[src/rtl/cpu_pipe_pkg.sv]
// Shared pipeline definitions: stall encoding, NOP payload and the payload field layout
// used by every inter-stage register of the 5-stage core.
package cpu_pipe_pkg;

   localparam int   STALL_W    = 6;
   localparam logic Stop       = 1'b1;
   localparam logic NotStop    = 1'b0;

   localparam int   PAY_W      = 32 * 4;
   localparam logic [PAY_W-1:0] NOP_PAY = '0;
   localparam logic [7:0] ALU_NOP_OP = 8'h00;
   localparam logic [4:0] NOPRegAddr = 5'h00;

   typedef logic [STALL_W-1:0] stall_t;

   // Field offsets within the payload bus; unused upper bits stay zero
   localparam int PAY_WDATA_LSB = 0;
   localparam int PAY_WDATA_W   = 32;
   localparam int PAY_ADDR_LSB  = 32;
   localparam int PAY_ADDR_W    = 32;
   localparam int PAY_ALUOP_LSB = 64;
   localparam int PAY_ALUOP_W   = 8;
   localparam int PAY_WADDR_LSB = 72;
   localparam int PAY_WADDR_W   = 5;
   localparam int PAY_WE_BIT    = 77;

endpackage

[src/rtl/pipe_stage_reg_sat_counter.sv]
// Saturating up-counter with synchronous clear; sticks at all-ones instead of wrapping.
module sat_counter #(
   parameter int CNT_W = 16
) (
   input  logic             clk,
   input  logic             clr,
   input  logic             inc,
   output logic [CNT_W-1:0] cnt
);

   logic [CNT_W-1:0] cnt_q;
   logic [CNT_W-1:0] cnt_d;

   always_comb begin
      cnt_d = cnt_q;
      if (inc && (cnt_q != {CNT_W{1'b1}})) begin
         cnt_d = cnt_q + CNT_W'(1);
      end
   end

   always_ff @(posedge clk) begin
      if (clr) begin
         cnt_q <= '0;
      end else begin
         cnt_q <= cnt_d;
      end
   end

   assign cnt = cnt_q;

endmodule

[src/rtl/pipe_stage_reg.sv]
// Generic inter-stage pipeline register: payload + valid, stall-pair decode, exception flush,
// multi-cycle side-state loop-back and saturating bubble/hold counters.
module pipe_stage_reg #(
   parameter int PAY_W   = cpu_pipe_pkg::PAY_W,
   parameter int SIDE_W  = 66,
   parameter int DBG_W   = 32,
   parameter int STALL_W = cpu_pipe_pkg::STALL_W,
   parameter int UP_IDX  = 3,
   parameter int DN_IDX  = 4,
   parameter logic [PAY_W-1:0] NOP_PAY = '0,
   parameter int CNT_W   = 16
) (
   input  logic               clk,
   input  logic               rst,
   input  logic [STALL_W-1:0] stall,
   input  logic               flush,
   input  logic               in_valid,
   input  logic [PAY_W-1:0]   in_pay,
   input  logic [SIDE_W-1:0]  in_side,
   input  logic [DBG_W-1:0]   in_dbg,
   output logic               out_valid,
   output logic [PAY_W-1:0]   out_pay,
   output logic [SIDE_W-1:0]  side_o,
   output logic [DBG_W-1:0]   out_dbg,
   output logic [CNT_W-1:0]   bub_cnt,
   output logic [CNT_W-1:0]   hold_cnt,
   output logic               stall_err
);
   import cpu_pipe_pkg::*;

   generate
      if (!((DN_IDX == UP_IDX + 1) && (DN_IDX < STALL_W))) begin : g_bad_idx
         $error("pipe_stage_reg: DN_IDX must equal UP_IDX+1 and lie inside the stall vector");
      end
   endgenerate

   logic               up;
   logic               dn;
   logic               valid_q, valid_d;
   logic [PAY_W-1:0]   pay_q,   pay_d;
   logic [SIDE_W-1:0]  side_q,  side_d;
   logic [DBG_W-1:0]   dbg_q,   dbg_d;
   logic               err_q,   err_d;
   logic               bub_inc;
   logic               hold_inc;

   assign up = (stall[UP_IDX] == Stop);
   assign dn = (stall[DN_IDX] == Stop);

   // Counters only move on real bubbles/holds; a flush cycle counts as neither
   assign bub_inc  = !flush && up && !dn;
   assign hold_inc = !flush && up && dn;

   always_comb begin
      valid_d = valid_q;
      pay_d   = pay_q;
      side_d  = side_q;
      dbg_d   = dbg_q;
      err_d   = err_q | (!up && dn);
      if (flush) begin
         valid_d = 1'b0;
         pay_d   = NOP_PAY;
         side_d  = '0;
         dbg_d   = '0;
      end else if (up && !dn) begin
         valid_d = 1'b0;
         pay_d   = NOP_PAY;
         side_d  = in_side;
         dbg_d   = in_dbg;
      end else if (!up) begin
         valid_d = in_valid;
         pay_d   = in_pay;
         side_d  = '0;
         dbg_d   = in_dbg;
      end else begin
         side_d  = in_side;
      end
   end

   always_ff @(posedge clk) begin
      if (rst) begin
         valid_q <= 1'b0;
         pay_q   <= NOP_PAY;
         side_q  <= '0;
         dbg_q   <= '0;
         err_q   <= 1'b0;
      end else begin
         valid_q <= valid_d;
         pay_q   <= pay_d;
         side_q  <= side_d;
         dbg_q   <= dbg_d;
         err_q   <= err_d;
      end
   end

   sat_counter #(.CNT_W(CNT_W)) u_bub_cnt (
      .clk (clk),
      .clr (rst),
      .inc (bub_inc),
      .cnt (bub_cnt)
   );

   sat_counter #(.CNT_W(CNT_W)) u_hold_cnt (
      .clk (clk),
      .clr (rst),
      .inc (hold_inc),
      .cnt (hold_cnt)
   );

   assign out_valid = valid_q;
   assign out_pay   = pay_q;
   assign side_o    = side_q;
   assign out_dbg   = dbg_q;
   assign stall_err = err_q;

endmodule
[config.mk]
export PLATFORM = sky130hd
export DESIGN_NAME = pipe_stage_reg
export DESIGN_NICKNAME = d
export VERILOG_FILES = /design/src/rtl/cpu_pipe_pkg.sv /design/src/rtl/pipe_stage_reg_sat_counter.sv /design/src/rtl/pipe_stage_reg.sv
export SDC_FILE = /design/constraint.sdc
export NUM_CORES = 1
export LEC_CHECK = 0
export CORE_AREA = 8 8 186 188
export CTS_CLUSTER_DIAMETER = 100
export CTS_CLUSTER_SIZE = 16
export DETAILED_ROUTE_END_ITERATION = 6
export DIE_AREA = 0 0 194 196
export GPL_ROUTABILITY_DRIVEN = 0
export GPL_TIMING_DRIVEN = 0
export SLEW_MARGIN = 40
export SYNTH_ARGS = -nofsm -noshare
export SYNTH_HDL_FRONTEND = slang
export SYNTH_SLANG_ARGS = --single-unit
[constraint.sdc]
create_clock -name clk -period 3.11 [get_ports clk]
set_input_delay 0.622 -clock clk [delete_from_list [all_inputs] [get_ports clk]]
set_output_delay 0.622 -clock clk [all_outputs]
set_load 0.05 [all_outputs]
==> metrics.md, run 1 <==
| Metric | Value |
|---|---|
| Status | finished clean |
| Drt initial violations | 256 |
| Top-area cell type share of the netlist area | 56.82% |
| GRT Total Usage | 17.89% |
| # port buffers | 491 |
| Seq/Total Area, Yosys | 56.82% |
| Max Clk Rate | 372.5 MHz |
| Worst relative slew slack | 50.81% |
| Crit path kind | in -> reg |
| Internal power | 5.135 mW |
| Routed WL per cell | 19.71 um |
| Layout area overhead | 65.17% |
| Drt drc | 0 |
| CP endpoint kind | flip-flop |
| Final setup viols | 0 |
| EDFF count, synth | 0 |
| Placement Setup Slack | -0.2030 ns |
| Syn Nets | 1,152 |
| Worst-path cell chain | clkdlybuf4s50_1 -> clkbuf_1 -> inv_1 -> o21ai_0 -> clkbuf_1 -> buf_2 -> nor2_1 |
| Initial antenna violation count | 0 |
| #FFs+latches synth | 260 |
| Clk sink count | 260 |
| CTS clk-pin slew, worst paths | 0.07 ns |
| WHS | 0.4496 ns |
| Die height | 196 um |
| Antenna-violating nets left | 0 |
| Vias | 8,385 |
| NetSw | 1.833 mW |
| Netlist Area Pre-Place | 9161 um2 |
| CP max FO | 10 |
| Post-layout min period | 2.684 ns |
| Mapped Cells | 914 |
| Total routed wirelength | 36,200 um |
| Final Skew | 0.003405 ns |
| Gr busiest metal | met2 |
| Clock power share | 34.4% |
| Filler instances | 3,074 |
| Total CTS buffers | 20 |
| Setup ws final | 0.4256 ns |
| Syn_area_per_cell | 10.02 um2 |
| Met2 usage | 31.44% |
| Flop pwr share | 49.6% |
| Clk_lat worst skew | 0.51 ns |
| Core area | 31,880 um2 |
| Critical path's slowest cell | clkbuf_1 |
| Warnings, synthesis | 0 |
| Power density over cell area | 460.5 nW/um2 |
| Post-synth top cells | 260 x dfxtp_1, 147 x nor2_1, 131 x mux2i_1, 74 x nand2_1, 67 x and3_1 |
| DP HPWL | 29,040 um |
| CTS Root Cell | clkbuf_16 |
| Met3 Track Usage GR | 7.985% |
| Yosys top cell by area | dfxtp_1 |
| Hold Fails Final Rpt | 0 |
| IO Count | 496 |
| Arrival @ worst endpoint | 3.07 ns |
| H-tree Lvls | 1 |
| Vias in the first global route | 8,480 |
| Placed cells | 1,813 |
| Share of layout cells above drive strength 1 | 4.064% |
| Drt first pass iters | 4 |
| Most frequent cell after synthesis | dfxtp_1 |
| Vias/cell | 4.567 |
| Starting Density | 28.74% |
| Clock Tree Buf Depth | 3 |
| Finished Layout Cells | 1,836 |
| CP most frequent cell | clkbuf_1 |
| Slew Limit Fails | 0 |
| Combinational power share | 16.1% |
| Fin crit share | 86.31% |
| Largest net degree at the start of global routing | 17 |
| First-pass GRT wire length | 53,400 um |
| Die W | 194 um |
| Hold-fix buffers, CTS | 0 |
| CTS tree | yes |
| Main synth FF type | dfxtp_1 |
| FP Rows | 66 |
| Hold WC Path Type | reg -> reg |
| Nets@finish | 1,665 |
| Unrepaired setup endpoints after global routing | no |
| CP Launch Type | primary input |
| Postcts setup bufs | 0 |
| Ys async rst share | 0% |
| Grt ovf | 0 |
| Sw Ratio | 26.31% |
| Required @ worst endpoint | 3.50 ns |
| Slew of the pin with the lowest slew margin | 0.7379 ns |
| Post-CTS sizing | 0 |
| Die area | 38,020 um2 |
| Worst VDD drop | 0.3458 mV |
| M1 GR Usage | 19.70% |
| Max-cap violations | 0 |
| Worst path max stage delay | 0.57 ns |
| Synth area leaders | dfxtp_1 57%, mux2i_1 14%, nor2_1 6.0%, and3_1 4.6%, nand2_1 3.0% |
| Leak | 6.056 nW |
| Netlist cell types | 43 |
-- layout by cell type, fill, tap and decap left out, types with 2 or more instances in the layout --
| master | instances |
|---|---|
| clkdlybuf4s50_1 | 491 |
| dfxtp_1 | 260 |
| nor2_1 | 147 |
| mux2i_1 | 131 |
| nand2_1 | 74 |
| and3_1 | 67 |
| a21oi_1 | 52 |
| clkbuf_1 | 37 |
| buf_2 | 25 |
| clkbuf_16 | 21 |
| or4_1 | 11 |
| nor2b_1 | 10 |
| nand4_1 | 9 |
| o31ai_1 | 9 |
| nand3_1 | 8 |
| inv_1 | 7 |
| mux2_2 | 7 |
| and4_1 | 6 |
| and2_1 | 5 |
| nand2b_1 | 5 |
| nor3_1 | 4 |
| a211oi_1 | 4 |
| mux2_1 | 4 |
| o21ai_0 | 3 |
| buf_1 | 3 |
| nor4_1 | 3 |
| or3_1 | 2 |
| a21boi_1 | 2 |
| o41ai_1 | 2 |
| ha_1 | 2 |
-- flip-flops by register name (all words and copies together), names as in the netlist --
signal          count
side_o             66
stall_err           1
out_valid           1
u_bub_cnt.cnt      16
out_dbg            32
out_pay           128
u_hold_cnt.cnt     16
-- path summary, 6_finish.rpt --
check / startpoint / endpoint / slack (ns) / depth (start not counted)
worst min register to register: out_dbg[16] / out_dbg[16] / 0.45 / 2
worst max register to register: u_hold_cnt.cnt[9] / u_hold_cnt.cnt[4] / 1.16 / 4
worst min-delay path: out_dbg[16] / out_dbg[16] / 0.45 / 2
worst max-delay path: stall[3] / out_pay[85] / 0.43 / 7
-- through the flow --
step	utilization (%)	instance area [um2]	total power, mW	TNS, ns
2_1_floorplan	-	9161	4.093	0
3_3_place_gp	45.76	14590	4.655	-17.88
3_5_place_dp	45.76	14590	4.663	-19.66
4_1_cts	47.46	15130	7.082	0
5_1_grt	47.46	15130	7.260	0
6_report	47.47	15130	6.968	0
-- layer usage --
layer  share of wire [%]  routed length, um
met1                  39              14230
met2                  48              17480
met3                  11               3854
met4                 1.7                628
met5                   0                  0
-- power by group through the flow --
stage	combinational (mW)	clock (mW)	sequential [mW]
after floorplan	0.258	0	3.84
after global placement	1.13	0	3.53
after detailed placement	1.13	0	3.53
after CTS	1.13	2.49	3.45
after global routing	1.19	2.61	3.47
final	1.12	2.39	3.45
-- cell families (layout without fill, tap and decap cells) --
kind of cell	after synthesis	count (layout)	synth area share, %
AOI/OAI and AO/OA	78	78	4.985
and+or+nand+nor	360	360	18.98
adders and majority gates	2	2	0.2731
muxes	142	142	15.67
buffers and inverters	72	585	3.278
DFF	260	260	56.82
other	0	1	0
-- area by class of cell --
class / count / area, um2 / area share, %
timing repair buffer: 491 / 4915 / 32.48
tap: 408 / 510.5 / 3.374
clock inverter: 1 / 16.27 / 0.1075
antenna: 1 / 2.502 / 0.01654
multi-input combinational: 582 / 3656 / 24.16
sequential: 260 / 5205 / 34.40
clock buffer: 21 / 525.5 / 3.473
inverter: 7 / 26.28 / 0.1736
buffer: 65 / 275.3 / 1.819
-- critical path: cells and delay by family --
family,cells,cell delay [ns]
AOI/OAI and AO/OA,1,0.31
and+or+nand+nor,1,0.08
buffers and inverters,5,2.04
No activity file was read; power rests on OpenSTA's default activity.
==> run 2, diff against run 1 <==
- SLEW_MARGIN: 40 -> 15
==> run 2 against run 1 <==
  * Core utilization barely moved
  * Clock skew barely moved
  * Setup slack worse by 0.0069 ns
  * Combinational power hardly changed
  * Non-clock buffer count stayed put
  * Via count hardly changed
  * Global-route usage is essentially flat
  * Critical path depth is the same
==> metrics.md, run 2 (same netlist as run 1, synthesis figures left out) <==
| Metric | Value |
|---|---|
| Hold WC Path Type | reg -> reg (unchanged) |
| CP Launch Type | primary input (unchanged) |
| Arrival @ worst endpoint | 3.08 ns (was 3.07 ns) |
| Vias/cell | 4.564 (was 4.567) |
| CTS clk-pin slew, worst paths | 0.07 ns (about the same) |
| Critical path's slowest cell | clkbuf_1 (unchanged) |
| Util after Layout | 47.47% (about the same) |
| Critical path buffer and inverter count | 5 (unchanged) |
| Unrepaired setup endpoints after global routing | no (unchanged) |
| # port buffers | 491 (unchanged) |
| Hold-fix buffers, CTS | 0 (unchanged) |
| CP most frequent cell | clkbuf_1 (unchanged) |
| Vias in the first global route | 8,479 (was 8,480) |
| Vias | 8,380 (was 8,385) |
| WHS | 0.4496 ns (about the same) |
| Postcts setup bufs | 0 (unchanged) |
| Power density over cell area | 460.5 nW/um2 (about the same) |
| Placed cells | 1,813 (unchanged) |
| CP endpoint kind | flip-flop (unchanged) |
| Worst relative slew slack | 31.53% (was 50.81%) |
| Clock Tree Buf Depth | 3 (unchanged) |
| Die W | 194 um (unchanged) |
| Commonest non-fill, non-tap cells in the layout | 491 x clkdlybuf4s50_1, 260 x dfxtp_1, 147 x nor2_1 (unchanged) |
| Layout area overhead | 65.16% (was 65.17%) |
| CTS Root Cell | clkbuf_16 (unchanged) |
| CTS tree | yes (unchanged) |
| Fin crit share | 86.54% (was 86.31%) |
| Antenna-violating nets left | 0 (unchanged) |
| Total CTS buffers | 20 (unchanged) |
| Area of the multi-input gates | 3656 um2 (unchanged) |
| Clk_lat worst skew | 0.51 ns (about the same) |
| Drt first pass iters | 4 (unchanged) |
| GRT Total Usage | 17.90% (was 17.89%) |
| Total routed wirelength | 36,200 um (about the same) |
| Core area | 31,880 um2 (unchanged) |
| Top Metal Used | met4 (unchanged) |
| Share of layout cells above drive strength 1 | 3.994% (was 4.064%) |
| Worst path max stage delay | 0.57 ns (about the same) |
| WL met2 | 17,470 um (was 17,480 um) |
| Post-CTS sizing | 0 (unchanged) |
| Leak | 6.053 nW (was 6.056 nW) |
| Max-cap violations | 0 (unchanged) |
| Worst VDD drop | 0.3458 mV (unchanged) |
| H-tree Lvls | 1 (unchanged) |
| M1 WL | 14,260 um (was 14,230 um) |
| Status | finished clean (unchanged) |
| Clk sink count | 260 (unchanged) |
| DP HPWL | 29,040 um (unchanged) |
| Register area | 5205 um2 (unchanged) |
| Routed WL per cell | 19.71 um (about the same) |
| Slew Limit Fails | 0 (unchanged) |
| Starting Density | 28.74% (unchanged) |
| Required @ worst endpoint | 3.50 ns (about the same) |
| Most common cell after layout, fill and taps aside | clkdlybuf4s50_1 (unchanged) |
| Final setup viols | 0 (unchanged) |
| Finished Layout Cells | 1,836 (unchanged) |
| Post-layout min period | 2.691 ns (was 2.684 ns) |
| CP max FO | 10 (unchanged) |
| First-pass GRT wire length | 53,410 um (was 53,400 um) |
| Die area | 38,020 um2 (unchanged) |
| IO Count | 496 (unchanged) |
| Grt ovf | 0 (unchanged) |
| Met3 wire len | 3839 um (was 3854 um) |
| Initial antenna violation count | 0 (unchanged) |
| Nets@finish | 1,665 (unchanged) |
| Hold Fails Final Rpt | 0 (unchanged) |
| Slew of the pin with the lowest slew margin | 1.027 ns (was 0.7379 ns) |
| Worst-path cell chain | clkdlybuf4s50_1 -> clkbuf_1 -> inv_1 -> o21ai_0 -> clkbuf_1 -> buf_2 -> nor2_1 (unchanged) |
| Crit path kind | in -> reg (unchanged) |
| Drt drc | 0 (unchanged) |
| Drt initial violations | 254 (was 256) |
| Final Skew | 0.003751 ns (was 0.003405 ns) |
| Largest net degree at the start of global routing | 17 (unchanged) |
| Max Clk Rate | 371.6 MHz (was 372.5 MHz) |
| CP delay by family, top | buffers and inverters (unchanged) |
| Die height | 196 um (unchanged) |
| Filler instances | 3,073 (was 3,074) |
| Max FFs per register | 128 (unchanged) |
| FP Rows | 66 (unchanged) |
## run 2: changes by cell type in the layout (fill, tap and decap cells not counted)
| cell | delta |
|---|---|
| buf_2 | -1 |
| buf_1 | +1 |
## run 2: worst reg2reg max path: cells and delay by family (launching register included)
family             cells  cell delay, ns
muxes                  1            0.33
AOI/OAI and AO/OA      1            0.19
DFF                    1            0.42
and+or+nand+nor        2            0.91
## run 2: worst paths after layout
kind	start	to	slack [ns]	cells past startpoint
max	stall[3]	out_pay[85]	0.42	7
min	out_dbg[16]	out_dbg[16]	0.45	2
max reg2reg	u_hold_cnt.cnt[9]	u_hold_cnt.cnt[4]	1.15	4
min reg2reg	out_dbg[16]	out_dbg[16]	0.45	2
## run 2: final cells by class
class                   count  share of cell area [%]
clock inverters             1                  0.1075
well taps                 408                   3.374
multi-input cells         582                   24.16
plain buffers              65                   1.811
flip-flops and latches    260                   34.40
inverters                   7                  0.1737
diodes                      1                 0.01654
repair buffers            491                   32.48
clock buffers              21                   3.473
## run 2: through the flow
step | setup TNS, ns | setup WS [ns] | instance area [um2] | total power [mW]
after detailed placement | -19.14 | -0.1982 | 14590 | 4.663
after global routing | 0 | 0.06948 | 15130 | 7.260
after CTS | 0 | 0.3251 | 15130 | 7.082
after global placement | -17.88 | -0.1939 | 14590 | 4.655
after floorplan | 0 | 1.104 | 9161 | 4.093
final | 0 | 0.4188 | 15130 | 6.968
## run 2: metal layers
layer | up-vias | track usage [%]
met3 | 37 | 7.985
met1 | 3888 | 19.71
li1 | 4120 | -
met2 | 335 | 31.44
met5 | - | 0
met4 | 0 | 3.932
## run 2: report_power, final
group / internal [mW] / switching, mW / leakage, nW
clock: 1.20 / 1.19 / 0.266
sequential: 3.41 / 0.0404 / 2.11
combinational: 0.518 / 0.601 / 3.67
total: 5.14 / 1.83 / 6.05
